===== src/rtl/operand_loader.sv =====
// operand_loader: front end for the N-bit less-than comparator on the Basys3 board.
// It synchronizes the slide switches and the load push-button, debounces the button,
// and captures operand a then operand b on successive presses. A third press drops
// valid and starts over.
//
// Optional feature (macro OPERAND_LOADER_SWAP_EN): adds btn_swap. A swap press in
// READY exchanges a and b. If a load press lands on the same edge, the load press wins.
//
// Ports:
//   clk       in   1  system clock, rising edge
//   reset     in   1  asynchronous active-high reset
//   sw        in   N  raw slide switches (asynchronous)
//   btn_load  in   1  raw load push-button (asynchronous, bouncy)
//   btn_swap  in   1  raw swap push-button (only with OPERAND_LOADER_SWAP_EN)
//   a         out  N  captured operand A
//   b         out  N  captured operand B
//   valid     out  1  a/b form a complete pair (READY only)
//   state     out  2  FSM state code for LEDs (00 LOAD_A, 01 LOAD_B, 10 READY)
module operand_loader #(
   parameter int unsigned N               = 3,
   parameter int unsigned DEBOUNCE_CYCLES = 1000000
) (
   input  logic         clk,
   input  logic         reset,
   input  logic [N-1:0] sw,
   input  logic         btn_load,
`ifdef OPERAND_LOADER_SWAP_EN
   input  logic         btn_swap,
`endif
   output logic [N-1:0] a,
   output logic [N-1:0] b,
   output logic         valid,
   output logic [1:0]   state
);

   localparam int unsigned      CntW   = $clog2(DEBOUNCE_CYCLES + 1);
   localparam logic [CntW-1:0] CntMax = CntW'(DEBOUNCE_CYCLES - 1);

   typedef enum logic [1:0] {
      StLoadA = 2'b00,
      StLoadB = 2'b01,
      StReady = 2'b10
   } state_e;

   // Two-flop synchronizers for the switches and the load button
   logic [N-1:0] sw_meta_q, sw_sync_q;
   logic         ld_meta_q, ld_sync_q;

   // Load button debounce state
   logic [CntW-1:0] ld_cnt_q, ld_cnt_d;
   logic            ld_db_q, ld_db_d;
   logic            ld_db_dly_q;
   logic            press_load;

   always_ff @(posedge clk or posedge reset) begin
      if (reset) begin
         sw_meta_q   <= '0;
         sw_sync_q   <= '0;
         ld_meta_q   <= 1'b0;
         ld_sync_q   <= 1'b0;
         ld_cnt_q    <= '0;
         ld_db_q     <= 1'b0;
         ld_db_dly_q <= 1'b0;
      end else begin
         sw_meta_q   <= sw;
         sw_sync_q   <= sw_meta_q;
         ld_meta_q   <= btn_load;
         ld_sync_q   <= ld_meta_q;
         ld_cnt_q    <= ld_cnt_d;
         ld_db_q     <= ld_db_d;
         ld_db_dly_q <= ld_db_q;
      end
   end

   // The synchronized level must differ from db for DEBOUNCE_CYCLES straight cycles
   always_comb begin
      ld_cnt_d = ld_cnt_q;
      ld_db_d  = ld_db_q;
      if (ld_sync_q == ld_db_q) begin
         ld_cnt_d = '0;
      end else if (ld_cnt_q == CntMax) begin
         ld_db_d  = ld_sync_q;
         ld_cnt_d = '0;
      end else begin
         ld_cnt_d = ld_cnt_q + CntW'(1);
      end
   end

   assign press_load = ld_db_q & ~ld_db_dly_q;

`ifdef OPERAND_LOADER_SWAP_EN
   logic            sp_meta_q, sp_sync_q;
   logic [CntW-1:0] sp_cnt_q, sp_cnt_d;
   logic            sp_db_q, sp_db_d;
   logic            sp_db_dly_q;
   logic            press_swap;

   always_ff @(posedge clk or posedge reset) begin
      if (reset) begin
         sp_meta_q   <= 1'b0;
         sp_sync_q   <= 1'b0;
         sp_cnt_q    <= '0;
         sp_db_q     <= 1'b0;
         sp_db_dly_q <= 1'b0;
      end else begin
         sp_meta_q   <= btn_swap;
         sp_sync_q   <= sp_meta_q;
         sp_cnt_q    <= sp_cnt_d;
         sp_db_q     <= sp_db_d;
         sp_db_dly_q <= sp_db_q;
      end
   end

   always_comb begin
      sp_cnt_d = sp_cnt_q;
      sp_db_d  = sp_db_q;
      if (sp_sync_q == sp_db_q) begin
         sp_cnt_d = '0;
      end else if (sp_cnt_q == CntMax) begin
         sp_db_d  = sp_sync_q;
         sp_cnt_d = '0;
      end else begin
         sp_cnt_d = sp_cnt_q + CntW'(1);
      end
   end

   assign press_swap = sp_db_q & ~sp_db_dly_q;
`endif

   // Operand capture FSM with registered outputs
   state_e       state_q;
   logic [N-1:0] a_q, b_q;
   logic         valid_q;

   always_ff @(posedge clk or posedge reset) begin
      if (reset) begin
         state_q <= StLoadA;
         a_q     <= '0;
         b_q     <= '0;
         valid_q <= 1'b0;
      end else begin
         case (state_q)
            StLoadA: begin
               if (press_load) begin
                  a_q     <= sw_sync_q;
                  state_q <= StLoadB;
               end
            end
            StLoadB: begin
               if (press_load) begin
                  b_q     <= sw_sync_q;
                  valid_q <= 1'b1;
                  state_q <= StReady;
               end
            end
            StReady: begin
               if (press_load) begin
                  valid_q <= 1'b0;
                  state_q <= StLoadA;
               end
`ifdef OPERAND_LOADER_SWAP_EN
               else if (press_swap) begin
                  a_q <= b_q;
                  b_q <= a_q;
               end
`endif
            end
            default: begin
               // 2'b11 is unreachable; recover to a clean LOAD_A
               valid_q <= 1'b0;
               state_q <= StLoadA;
            end
         endcase
      end
   end

   assign a     = a_q;
   assign b     = b_q;
   assign valid = valid_q;
   assign state = state_q;

endmodule


===== config.mk =====
export PLATFORM = sky130hd
export DESIGN_NAME = operand_loader
export DESIGN_NICKNAME = d
export VERILOG_FILES = /design/src/rtl/operand_loader.sv
export SDC_FILE = /design/constraint.sdc
export NUM_CORES = 1
export LEC_CHECK = 0
export CAP_MARGIN = 10
export CORE_MARGIN = 3
export CORE_UTILIZATION = 40
export CTS_BUF_LIST = sky130_fd_sc_hd__clkbuf_4 sky130_fd_sc_hd__clkbuf_8 sky130_fd_sc_hd__clkbuf_16
export CTS_CLUSTER_SIZE = 8
export DETAILED_ROUTE_END_ITERATION = 12
export PLACE_DENSITY = 0.63
export SLEW_MARGIN = 40
export SYNTH_ARGS = -nofsm -noshare
export SYNTH_HDL_FRONTEND = slang
export SYNTH_SLANG_ARGS = --single-unit

===== constraint.sdc =====
create_clock -name clk -period 2.31 [get_ports clk]
set_input_delay 0.693 -clock clk [delete_from_list [all_inputs] [get_ports clk]]
set_output_delay 0.693 -clock clk [all_outputs]
set_load 0.005 [all_outputs]

==> reports/metrics.csv <==
stage,metric,value,unit
routing,final wirelength,2.81,mm
critical_path,Worst path depth,1,
place,Final GP Congestion,0.821,
floorplan,core area,0.00383,mm²
critical_path,crit path kind,flip-flop to primary output,
grt,number of antenna violations at the first check in global routing,0,
layout,Layout area overhead,18.2,%
logic_synthesis,synth unique cells,32,
power_and_ir_drop,P per Cell Area,621,mW/mm²
clock_network,cts-stage hold buffer count,0,
clock_network,CTS resizes,0,
logic_synthesis,Mapped Area,0.00165,mm²
logic_synthesis,Post-Syn Nets,148,
grt,global-route wire length before repair,5.06,mm
routing,detailed-route vias per instance,5.08,
floorplan,Die X,70.2,µm
logic_synthesis,#FFs+latches synth,39,
routing,wire per inst,13.3,µm
critical_path,worst stage delay on the critical path,0.54,ns
status,status,finished clean,
timing,Setup TNS,0,ns
critical_path,"critical path fanouts, max",6,
floorplan,row count,22,
critical_path,worst r2r path cells,4,
layout,Sequential Area,976,µm²
timing,Clock Skew,0.00199,ns
place,DP HPWL,1.96,mm
routing,DRC,0,
timing,minimum clock period,1.98,ns
timing,RSZ-0062 raised after global routing,false,
timing,Final Hold Vio Count,0,
layout,proportion of layout cells with a drive suffix above 1,0.122,
power_and_ir_drop,maximum VDD drop,0.364,mV
clock_network,CTS Buf Count,5,
layout,Multi-input gate area,647,µm²
logic_synthesis,syn avg cell area,11.7,µm²
job,count of maximum capacitance violations,0,
place,dpl ws,0.487,ns
logic_synthesis,register area share after synthesis,0.592,
routing,DR pass1 iterations,5,
critical_path,Critical Path Source Type,flip-flop,
floorplan,Die ar.,0.00493,mm²
worst_hold_path,hold depth,0,
floorplan,Die Y,70.2,µm
logic_synthesis,Synth area leaders,"dfrtp_1 59%, xnor2_1 6.4%, nor2_1 5.0%",
layout,final net count,170,
clock_network,Post-CTS Setup Bufs,0,
worst_hold_path,Hold/Removal Path Class,flip-flop to flip-flop,
place,port bufs,14,
timing,Fmax achieved,505,MHz
logic_synthesis,"EDFF count, synth",0,
clock_network,CTS Root Cell,clkbuf_8,
grt,largest net degree at the start of global routing,40,
logic_synthesis,Synth Flop Type,dfrtp_1,
timing,Hold WS,0.357,ns
grt,GRT Total Usage,0.129,
logic_synthesis,async set or reset register ratio after synthesis,1.00,
routing,initial drt markers,61,
clock_network,CTS tree,built,
timing,worst slew pin tran,0.650,ns
critical_path,CP bufs+invs,1,
clock_network,Worst-path clk slew,0.08,ns
timing,period utilization,0.857,
critical_path,"CP delay by family, top",buffers and inverters,
critical_path,CP endpoint kind,primary output,
grt,grt total ovfl,0,
logic_synthesis,Yosys top cell area share,0.592,
logic_synthesis,Post-Synthesis Cells,141,
routing,via count,1078,
critical_path,critical path data arrival time,1.29,ns
logic_synthesis,Synth area leader,dfrtp_1,
power_and_ir_drop,Static Leakage,0.831,nW
floorplan,Initial Utilization,0.431,
layout,filler cell count,344,
logic_synthesis,yosys warns,0,
layout,n_diodes,0,
routing,"antenna viol nets, final",0,
critical_path,crit path cell chain,clkdlybuf4s50_1,
clock_network,deepest clock path buffer count,2,
clock_network,# clock sinks,39,
timing,Slew headroom,0.563,
timing,Setup WS post-layout,0.331,ns
critical_path,"Req. time, crit path",1.62,ns
clock_network,H-tree depth,2,
grt,vias in the first global route,1103,
timing,"Slew Viols, Final",0,
clock_network,clk_lat worst skew,0.29,ns
critical_path,"Slowest-stage cell, CP",clkdlybuf4s50_1,
floorplan,Ports,15,
timing,Setup-failing EPs final,0,
-- synthesized netlist by cell type, drive strengths merged, types with 3 or more instances --
library cell and n:
o21ai 4, nand4 5, xnor2 12, nand2 7, nor4 5, inv 5
a21oi 3, xor2 5, mux2 7, nor2 22, nand3 6, nor3 5
dfrtp 39
-- cells in the final DEF (no fill, tap or decap), drive strengths merged --
cell type / netlist / final
dfrtp: 39 / 39
nor2: 22 / 22
clkdlybuf4s50: 0 / 14
xnor2: 12 / 12
nand2: 7 / 7
mux2: 7 / 7
nand3: 6 / 6
inv: 5 / 6
xor2: 5 / 5
nor3: 5 / 5
clkbuf: 0 / 5
nor4: 5 / 5
nand4: 5 / 5
o21ai: 4 / 4
a21oi: 3 / 3
mux2i: 2 / 2
and4: 2 / 2
clkinvlp: 0 / 2
buf: 1 / 2
nor2b: 1 / 1
nor3b: 1 / 1
a21o: 1 / 1
and3: 1 / 1
and2: 1 / 1
nor4bb: 1 / 1
or4b: 1 / 1
nor4b: 1 / 1
or4: 1 / 1
or3: 1 / 1
ha: 1 / 1
-- flip-flops by register name (all words and copies together) (netlist names) --
signal,cells
sw_sync_q,3
state,2
ld_db_q,1
ld_db_dly_q,1
a,3
ld_meta_q,1
sw_meta_q,3
ld_cnt_q,20
b,3
ld_sync_q,1
valid,1
-- cells by family (layout without fill, tap and decap cells) --
group / after synthesis / after routing / synth area share
muxes: 9 / 9 / 0.0599
adders and majority gates: 1 / 1 / 0.00759
xor gates and xnor gates: 17 / 17 / 0.0903
DFF: 39 / 39 / 0.592
and+or+nand+nor: 61 / 61 / 0.206
AOI/OAI and AO/OA: 8 / 8 / 0.0281
buffers and inverters: 6 / 29 / 0.0159
-- power breakdown --
| group | internal, mW | total [mW] | switching [mW] | leakage (nW) |
|---|---|---|---|---|
| Combinational | 0.0147 | 0.0380 | 0.0233 | 0.266 |
| Clock | 0.216 | 0.472 | 0.256 | 0.0408 |
| Sequential | 0.693 | 0.701 | 0.00764 | 0.524 |
-- routing by layer --
metal | vias up | wire length (µm) | GRT usage
met5 | - | 0 | 0
met4 | 0 | 47 | 0.0532
met3 | 6 | 74 | 0.0460
met2 | 13 | 1290 | 0.188
met1 | 528 | 1400 | 0.174
li1 | 531 | - | -
-- stage by stage --
step	instance area [µm²]	power [mW]	instances	util
floorplan	1650	0.735	141	-
global placement	1860	0.752	204	0.485
detailed placement	1860	0.755	204	0.485
CTS	1950	1.23	212	0.509
global route	1950	1.27	212	0.509
finish	1950	1.21	212	0.509
-- worst register-to-register path, cell delays in order, from the launching register on --
cell,delay [ns]
dfrtp_1,0.43
nand3_1,0.13
or4b_1,0.55
nor2_1,0.24
mux2_1,0.36
-- path summary, 6_finish.rpt --
path,start,end,slack [ns]
worst max-delay path,state[0],state[0],0.33
worst min-delay path,sw_meta_q[0],sw_sync_q[0],0.36
worst max register to register,ld_cnt_q[16],ld_db_q,0.49
worst min register to register,sw_meta_q[0],sw_sync_q[0],0.36
max in group asynchronous,reset,ld_cnt_q[3],1.16
min in group asynchronous,reset,a[0],0.81
-- final cells by class --
type,instances,area share
flip-flops and latches,39,0.501
multi-input cells,96,0.332
repair buffers,16,0.0796
clock buffers,5,0.0353
well taps,48,0.0308
clock inverters,3,0.0122
inverters,5,0.00963
No activity file was read; power rests on OpenSTA's default activity.
